$ cat config.mk
export PLATFORM = sky130hd
export DESIGN_NAME = instr_fetch
export DESIGN_NICKNAME = d
export VERILOG_FILES = /design/src/rtl/cisc_pkg.sv /design/src/rtl/instr_len_dec.sv /design/src/rtl/instr_fetch.sv
export SDC_FILE = /design/constraint.sdc
export NUM_CORES = 1
export LEC_CHECK = 0
export ABC_CLOCK_PERIOD_IN_PS = 2200
export BUFFER_PORTS_ARGS = -buffer_cell sky130_fd_sc_hd__buf_4
export CORE_MARGIN = 5
export CORE_UTILIZATION = 49
export CTS_CLUSTER_DIAMETER = 120
export DETAILED_ROUTE_END_ITERATION = 10
export PLACE_DENSITY = 0.83
export SLEW_MARGIN = 20
export SYNTH_ARGS = -nofsm -noshare
export SYNTH_HDL_FRONTEND = slang
export SYNTH_SLANG_ARGS = --single-unit
$ cat constraint.sdc
create_clock -name clk -period 2.2 [get_ports clk]
set_input_delay 0 -clock clk [delete_from_list [all_inputs] [get_ports clk]]
set_output_delay 0 -clock clk [all_outputs]
set_load 0.005 [all_outputs]
$ cat src/rtl/cisc_pkg.sv
// Shared definitions for the instruction fetch path: opcode length field,
// length codes and fetch sequencer state encoding.
package cisc_pkg;

  localparam int unsigned LEN_FLD_MSB = 7;
  localparam int unsigned LEN_FLD_W   = 2;
  localparam int unsigned LEN_W       = 2;

  // Opcode[7:6] length field codes
  localparam logic [LEN_FLD_W-1:0] FLD_LEN1 = 2'b00;
  localparam logic [LEN_FLD_W-1:0] FLD_LEN2 = 2'b01;
  localparam logic [LEN_FLD_W-1:0] FLD_LEN3 = 2'b10;
  localparam logic [LEN_FLD_W-1:0] FLD_RSVD = 2'b11;

  // Instruction byte counts
  localparam logic [LEN_W-1:0] LEN_1B = 2'd1;
  localparam logic [LEN_W-1:0] LEN_2B = 2'd2;
  localparam logic [LEN_W-1:0] LEN_3B = 2'd3;

  typedef enum logic [1:0] {
    F_OP  = 2'd0,
    F_B1  = 2'd1,
    F_B2  = 2'd2,
    ISSUE = 2'd3
  } fetch_state_e;

endpackage

$ cat src/rtl/instr_len_dec.sv
// Opcode length-field decoder: maps opcode[7:6] to the instruction byte count.
module instr_len_dec
  import cisc_pkg::*;
(
  input  logic [LEN_FLD_W-1:0] len_fld,
  output logic [LEN_W-1:0]     len_c
);

  always_comb begin
    len_c = LEN_1B;
    unique case (len_fld)
      FLD_LEN1: len_c = LEN_1B;
      FLD_LEN2: len_c = LEN_2B;
      FLD_LEN3: len_c = LEN_3B;
      FLD_RSVD: len_c = LEN_1B;
      default:  len_c = LEN_1B;
    endcase
  end

endmodule

$ cat src/rtl/instr_fetch.sv
// Instruction fetch sequencer: reads opcode and operand bytes at the PC, loads
// the opcode into ir and issues the complete instruction over valid/ready.
module instr_fetch
  import cisc_pkg::*;
#(
  parameter int unsigned       ADDR_W   = 8,
  parameter int unsigned       DATA_W   = 8,
  parameter logic [ADDR_W-1:0] RESET_PC = '0
) (
  input  logic                  clk,
  input  logic                  reset,
  output logic                  mem_rd,
  output logic [ADDR_W-1:0]     mem_addr,
  input  logic                  mem_rdy,
  input  logic [DATA_W-1:0]     mem_data,
  output logic                  ir_ld,
  output logic [DATA_W-1:0]     ir_in,
  output logic [2*DATA_W-1:0]   opnd,
  output logic                  instr_valid,
  input  logic                  instr_ready,
  input  logic                  pc_ld,
  input  logic [ADDR_W-1:0]     pc_in,
  output logic [ADDR_W-1:0]     pc
);

  localparam int unsigned OPND_W = 2 * DATA_W;

  fetch_state_e           state, state_nxt;
  logic [ADDR_W-1:0]      pc_nxt;
  logic [DATA_W-1:0]      ir_in_nxt;
  logic [OPND_W-1:0]      opnd_nxt;
  logic                   ir_ld_nxt;
  logic                   valid_nxt;
  logic [LEN_FLD_W-1:0]   len_fld;
  logic [LEN_W-1:0]       len_c;

  // In F_OP the length comes from the byte being loaded; later from the held opcode
  assign len_fld = (state == F_OP) ? mem_data[LEN_FLD_MSB -: LEN_FLD_W]
                                   : ir_in[LEN_FLD_MSB -: LEN_FLD_W];

  instr_len_dec u_len_dec (
    .len_fld (len_fld),
    .len_c   (len_c)
  );

  assign mem_rd   = (state != ISSUE);
  assign mem_addr = pc;

  // State register and registered outputs
  always_ff @(posedge clk or negedge reset) begin
    if (!reset) begin
      state       <= F_OP;
      pc          <= RESET_PC;
      ir_in       <= '0;
      ir_ld       <= 1'b0;
      opnd        <= '0;
      instr_valid <= 1'b0;
    end else begin
      state       <= state_nxt;
      pc          <= pc_nxt;
      ir_in       <= ir_in_nxt;
      ir_ld       <= ir_ld_nxt;
      opnd        <= opnd_nxt;
      instr_valid <= valid_nxt;
    end
  end

  // Next-state and next-output logic; a jump overrides any byte arriving this cycle
  always_comb begin
    state_nxt = state;
    pc_nxt    = pc;
    ir_in_nxt = ir_in;
    ir_ld_nxt = 1'b0;
    opnd_nxt  = opnd;
    valid_nxt = instr_valid;

    if (pc_ld) begin
      pc_nxt    = pc_in;
      state_nxt = F_OP;
      valid_nxt = 1'b0;
    end else begin
      unique case (state)
        F_OP: begin
          if (mem_rdy) begin
            ir_in_nxt = mem_data;
            ir_ld_nxt = 1'b1;
            opnd_nxt  = '0;
            pc_nxt    = pc + ADDR_W'(1);
            if (len_c == LEN_1B) begin
              state_nxt = ISSUE;
              valid_nxt = 1'b1;
            end else begin
              state_nxt = F_B1;
            end
          end
        end
        F_B1: begin
          if (mem_rdy) begin
            opnd_nxt[DATA_W-1:0] = mem_data;
            pc_nxt               = pc + ADDR_W'(1);
            if (len_c == LEN_3B) begin
              state_nxt = F_B2;
            end else begin
              state_nxt = ISSUE;
              valid_nxt = 1'b1;
            end
          end
        end
        F_B2: begin
          if (mem_rdy) begin
            opnd_nxt[OPND_W-1:DATA_W] = mem_data;
            pc_nxt                    = pc + ADDR_W'(1);
            state_nxt                 = ISSUE;
            valid_nxt                 = 1'b1;
          end
        end
        ISSUE: begin
          if (instr_valid && instr_ready) begin
            state_nxt = F_OP;
            valid_nxt = 1'b0;
          end
        end
        default: state_nxt = F_OP;
      endcase
    end
  end

endmodule
==> flow_summary_export.csv, run 1 <==
group,metric,value,unit
worst_setup_path,endpoint_kind,"flop",
finish,regArea,900.9,um^2
worst_setup_path,setup.worst_path.class,"reg -> reg",
power_and_ir_drop,ir_drop,0.0005681,V
drt,drt-pass1-iter-count,4,
drt,drt_iter0_drc,75,
sta,fin_crit_sh,94.10,%
yosys,yosys.area.top_type,"dfrtp_1",
worst_setup_path,rrSetupSlack,0.13,ns
yosys,async_flop_share,100.0,%
clock_tree,htree_levels,2,
global_route,grt_start_max_net_pins,37,
yosys,synthTopCellsByArea,"dfrtp_1, a22o_1, mux2_2",
hold_path,holdCritStartpoint,"mem_rdy",
drt,wl_per_cell,16.72,um
placement,hpwlAfterDp,3244,um
worst_setup_path,cp.arrival,2.33,ns
die,die_h,70.18,um
global_route,grt.overflow.total,0,
finish,layout-drive-gt1-share,42.04,%
worst_setup_path,cp_data_required_time,2.46,ns
power_and_ir_drop,p_per_area,1146,nW/um^2
yosys,ys_seq_elements,36,
worst_setup_path,r2r-start,"state[1]",
finish,final_area,2487,um^2
yosys,syn_area_per_cell,11.91,um^2
drt,vias,1438,
clock_tree,clockBufferDepth,2,
yosys,syn_nets,177,
clock_tree,cts_buffers,5,
power_and_ir_drop,cellLeakagePower,0.001229,uW
placement,globalplace.congestion,0.7712,
global_route,grt_pass1_wl,7479,um
power_and_ir_drop,total_power,2851,uW
die,num_io_pins,64,
clock_tree,postCtsSetupRepairBufs,0,
global_route,track_usage,19.32,%
finish,n_antenna_cell,0,
placement,io_buffer_count,63,
sta,slew_viol_final,0,
drt,dr_wl_met3,270,um
global_route,first_global_vias,1520,
drt,wl,4548,um
finish,fin_nets,253,
yosys,netlist_instances,149,
yosys,ys.flop_type,"dfrtp_1",
sta,finalSetupTns,0,ns
die,design.core.area,3416,um^2
worst_setup_path,worstSetupStartpointType,"flop",
sta,finalHoldViolations,0,
sta,tightest_slew,0.4473,ns
clock_tree,ctsRootBufferMaster,"clkbuf_4",
drt,via_per_inst,5.287,
finish,syn_to_final_growth,40.20,%
drt,postRouteAntennaNets,0,
finish,stdcell_count,272,
drt,drc,0,
clock_tree,cts_sinks,36,
sta,fin_worst_skew,0.007301,ns
sta,min_period,2.070,ns
global_route,antenna_found_initial,0,
clock_tree,clkTransAtPathRegs,0.10,ns
yosys,synth_cell_types,33,
sta,relSlewSlack,70.18,%
yosys,synth_warnings,0,
placement,dpl_cell_area,2212,um^2
die,initial_utilization,51.94,%
worst_setup_path,r2r-end,"instr_valid",
sta,setup_viol_count_final,0,
placement,place_inst,247,
hold_path,whs_path_depth,3,
sta,rsz0062_at_grt,"no",
yosys,synth_top_area_share,50.78,%
finish,multi_input_area,745.7,um^2
yosys,syn_area,1774,um^2
drt,drt-met1-wl,1750,um
yosys,synth_edf_count,0,
run,maxCapViolations,0,
hold_path,min_to,"instr_valid",
die,die_w,70.18,um
die,die_area,4925,um^2
sta,fmax,0.4831,GHz
finish,fillers,247,
hold_path,hp-class,"in -> reg",
worst_setup_path,crit_fanout,8,
status,status,"complete, no violations",
worst_setup_path,reg2regPathDepth,9,
drt,wl_met2,2389,um
yosys,ys_seq_area_share,50.78,%
die,rows,21,
clock_tree,clk-insertion-delay-late,0.35,ns
drt,maxUsedRoutingLayer,"met4",
clock_tree,cts_tree,"built",
[worst max-delay path, stage by stage (launching register included)]
cell and delay [ns]:
dfrtp_1 0.43, inv_1 0.13, ha_1 0.20, buf_4 0.18, mux2i_2 0.22, ha_1 0.26
nand2b_1 0.18, a311oi_2 0.25, a21oi_1 0.05, o21ai_0 0.08
[worst max path at each step]
stage,startpoint,end,slack [ns],cells past startpoint
floorplan,state[0],instr_valid,0.26,9
global placement,state[1],instr_valid,0.34,8
detailed placement,state[1],instr_valid,0.16,9
CTS,state[1],instr_valid,0.13,9
global route,state[1],instr_valid,0.003,9
finish,state[1],instr_valid,0.13,9
[layer usage]
| layer | GRT usage [%] | up-vias |
|---|---|---|
| met3 | 6.026 | 13 |
| li1 | - | 670 |
| met2 | 32.53 | 48 |
| met5 | 0 | - |
| met4 | 9.574 | 0 |
| met1 | 22.07 | 707 |
[cells by family (layout without fill, tap and decap cells)]
| family | count (synthesis) | in the layout | synth area share, % |
|---|---|---|---|
| AO/OA/AOI/OAI | 33 | 33 | 13.40 |
| XOR/XNOR | 7 | 7 | 3.456 |
| adder cells (fa/ha/maj) | 7 | 7 | 4.936 |
| buffers and inverters | 20 | 97 | 7.757 |
| flip-flops | 36 | 36 | 50.78 |
| multiplexers | 14 | 14 | 8.886 |
| AND/OR/NAND/NOR | 32 | 32 | 10.79 |
[cell usage after synthesis (4+ instances only)]
cell     number
dfrtp_1      36
nand2_1      11
buf_6         4
buf_4         8
inv_1         5
a21oi_1       4
xor2_1        6
mux2_2       10
o21ai_0       9
a22o_1       15
ha_1          7
[stage by stage]
| step | util [%] | hold WS, ns | setup slack, ns |
|---|---|---|---|
| after global routing | 72.82 | 0.01389 | 0.003091 |
| final | 72.82 | 0.01014 | 0.1299 |
| after CTS | 72.53 | 0.003732 | 0.1308 |
| after global placement | 64.76 | -0.02333 | 0.3400 |
| after floorplan | - | -0.2956 | 0.2578 |
| after detailed placement | 64.76 | -0.02118 | 0.1567 |
[placed cells by master, fill, tap and decap left out, types with 2 or more instances in the layout]
cell            n
clkbuf_8        2
buf_4          66
nand2b_1        2
o21ai_0         9
inv_1           5
dfrtp_1        36
nand4_1         3
clkbuf_4        5
a22o_1         15
nor3_2          2
and2_1          3
ha_1            7
o21ai_1         2
xor2_1          6
dlygate4sd3_1  17
mux2_2         10
nand3_1         2
nand2_1        11
a21oi_1         4
nor3b_1         2
mux2i_1         2
[where the power goes]
part           total (uW)  switching, uW  internal (uW)
clock                 521            219            302
combinational        1220            497            722
sequential           1110            198            913
[layout make-up]
type | instances | area share [%]
well taps | 46 | 2.314
clock buffers | 7 | 2.616
clock inverters | 1 | 1.207
flip-flops and latches | 36 | 36.22
inverters | 6 | 0.9054
repair buffers | 83 | 26.76
multi-input cells | 93 | 29.98
[sequential cells by signal, indices dropped and copies added (netlist names)]
name and flops:
state 2, opnd 16, ir_ld 1, ir_in 8, instr_valid 1, mem_addr 8
[timing repair]
action,4_1_cts,5_1_grt
gates resized for setup,0,2
hold buffers,17,0
setup endpoints to repair,0,1
endpoints found under the hold margin,68,0
(Power assumes the default switching activity.)
==> inputs of run 2 (changes only) <==
--- a/config.mk
+++ b/config.mk
@@ -11,6 +11,7 @@
 export CORE_UTILIZATION = 49
 export CTS_CLUSTER_DIAMETER = 120
 export DETAILED_ROUTE_END_ITERATION = 10
+export GPL_TIMING_DRIVEN = 0
 export PLACE_DENSITY = 0.83
 export SLEW_MARGIN = 20
 export SYNTH_ARGS = -nofsm -noshare
==> flow_summary_export.csv, run 2 (same netlist as run 1, synthesis figures left out) <==
group,metric,value,unit
global_route,track_usage,18.61,%
drt,drt-pass1-iter-count,4,
finish,layout-drive-gt1-share,46.03,%
clock_tree,cts_tree,"built",
run,maxCapViolations,0,
power_and_ir_drop,p_switching,908.0,uW
power_and_ir_drop,p_seq_share,40.4,%
drt,wl_per_cell,15.27,um
finish,n_antenna_cell,0,
die,die_area,4925,um^2
sta,fin_crit_sh,93.66,%
die,rows,21,
die,die_h,70.18,um
placement,globalplace.congestion,0.7521,
finish,largest_reg_flops,16,
finish,fillers,232,
clock_tree,cts_buffers,5,
power_and_ir_drop,ir_drop,0.0007189,V
drt,vias,1445,
worst_setup_path,cp_data_required_time,2.45,ns
die,num_io_pins,64,
drt,wl,4352,um
finish,final_area,2561,um^2
finish,regArea,902.1,um^2
global_route,grt.overflow.total,0,
finish,syn_to_final_growth,44.36,%
drt,drt_iter0_drc,86,
sta,fmax,0.4853,GHz
worst_setup_path,worstSetupStartpointType,"flop",
placement,io_buffer_count,63,
clock_tree,ctsRootBufferMaster,"clkbuf_4",
clock_tree,clkTransAtPathRegs,0.11,ns
power_and_ir_drop,power_frac_comb,47.2,%
sta,relSlewSlack,54.98,%
finish,multi_input_area,749.5,um^2
clock_tree,cts_sinks,36,
finish,layout_common_cells,"buf_4, dfrtp_1, dlygate4sd3_1, a22o_1, nand2_1",
die,design.core.area,3416,um^2
clock_tree,clk-insertion-delay-late,0.33,ns
drt,postRouteAntennaNets,0,
die,initial_utilization,51.94,%
power_and_ir_drop,cellLeakagePower,0.001288,uW
finish,top_register,"opnd",
sta,setup_viol_count_final,0,
global_route,grt_pass1_wl,7417,um
worst_setup_path,cp.arrival,2.31,ns
global_route,antenna_found_initial,0,
status,status,"complete, no violations",
sta,min_period,2.061,ns
worst_setup_path,crit_fanout,9,
finish,fin_nets,266,
power_and_ir_drop,p_per_area,1068,nW/um^2
global_route,first_global_vias,1571,
power_and_ir_drop,swShare,33.20,%
sta,tightest_slew,0.6708,ns
global_route,grt_start_max_net_pins,37,
clock_tree,htree_levels,2,
sta,fin_ws,0.1394,ns
die,die_w,70.18,um
power_and_ir_drop,clock_power_share,12.4,%
placement,hpwlAfterDp,3082,um
power_and_ir_drop,total_power,2735,uW
worst_setup_path,setup.worst_path.class,"reg -> reg",
hold_path,hp-class,"in -> reg",
placement,pre_cts_ws,0.08653,ns
placement,dpl_cell_area,2305,um^2
drt,via_per_inst,5.070,
worst_setup_path,endpoint_kind,"flop",
sta,fin_worst_skew,0.006042,ns
finish,final_common_cell,"buf_4",
power_and_ir_drop,p_int,1827,uW
drt,drc,0,
sta,slew_viol_final,0,
clock_tree,clockBufferDepth,2,
sta,finalHoldViolations,0,
## run 2: worst paths after layout
| path | start | endpoint | slack (ns) | cells past startpoint |
|---|---|---|---|---|
| setup / recovery | state[1] | instr_valid | 0.14 | 9 |
| hold / removal | mem_rdy | instr_valid | 0.02 | 3 |
| setup reg to reg | state[1] | instr_valid | 0.14 | 9 |
| hold reg to reg | opnd[0] | opnd[0] | 0.52 | 1 |
| max in group asynchronous | reset | state[0] | 1.73 | 2 |
| min in group asynchronous | reset | state[0] | 0.15 | 2 |
## run 2: layout make-up
class | count | share of cell area (%)
clock buffers | 5 | 1.466
plain buffers | 14 | 4.494
repair buffers | 82 | 25.70
inverters | 6 | 0.8793
multi-input cells | 93 | 29.26
flip-flops and latches | 36 | 35.22
clock inverters | 3 | 0.7328
well taps | 46 | 2.247
## run 2: what timing repair did
| item | CTS | global route |
|---|---|---|
| endpoints found under the hold margin | 68 | 0 |
| setup endpoints to repair | 0 | 1 |
| hold buffers | 17 | 0 |
| resized for setup | 0 | 4 |
| buffers inserted | 0 | 2 |
## run 2: layer usage
layer / vias up / track usage, % / part of all wire [%] / wire length (um)
met5: - / 0 / 0 / 0
met3: 2 / 4.735 / 5.9 / 256
met1: 698 / 22.48 / 41 / 1776
met4: 0 / 6.809 / 0.83 / 36
li1: 696 / - / - / -
met2: 49 / 31.90 / 52 / 2282
## run 2: critical path, cell delays in order, from the launching register on
cell and delay [ns]:
dfrtp_1 0.44, inv_2 0.09, ha_1 0.15, buf_6 0.15, mux2_2 0.34, ha_1 0.30
nand2b_4 0.15, a311oi_2 0.23, a21oi_1 0.05, o21ai_0 0.08
## run 2: through the flow
step / TNS, ns / cells / hold WS (ns) / utilization, %
3_5_place_dp: 0 / 258 / -0.02714 / 67.47
3_3_place_gp: 0 / 258 / -0.02732 / 67.47
2_1_floorplan: 0 / 149 / -0.2956 / -
4_1_cts: 0 / 283 / 0.01368 / 74.10
5_1_grt: -0.007901 / 285 / 0.04837 / 74.98
6_report: 0 / 285 / 0.01766 / 74.98
## run 2: power by group through the flow
stage	Clock [uW]	Sequential, uW	Combinational (uW)
6_report	339	1100	1290
5_1_grt	392	1130	1420
4_1_cts	351	1100	1230
3_5_place_dp	0	1110	1210
3_3_place_gp	0	1100	1160
2_1_floorplan	0	1100	607
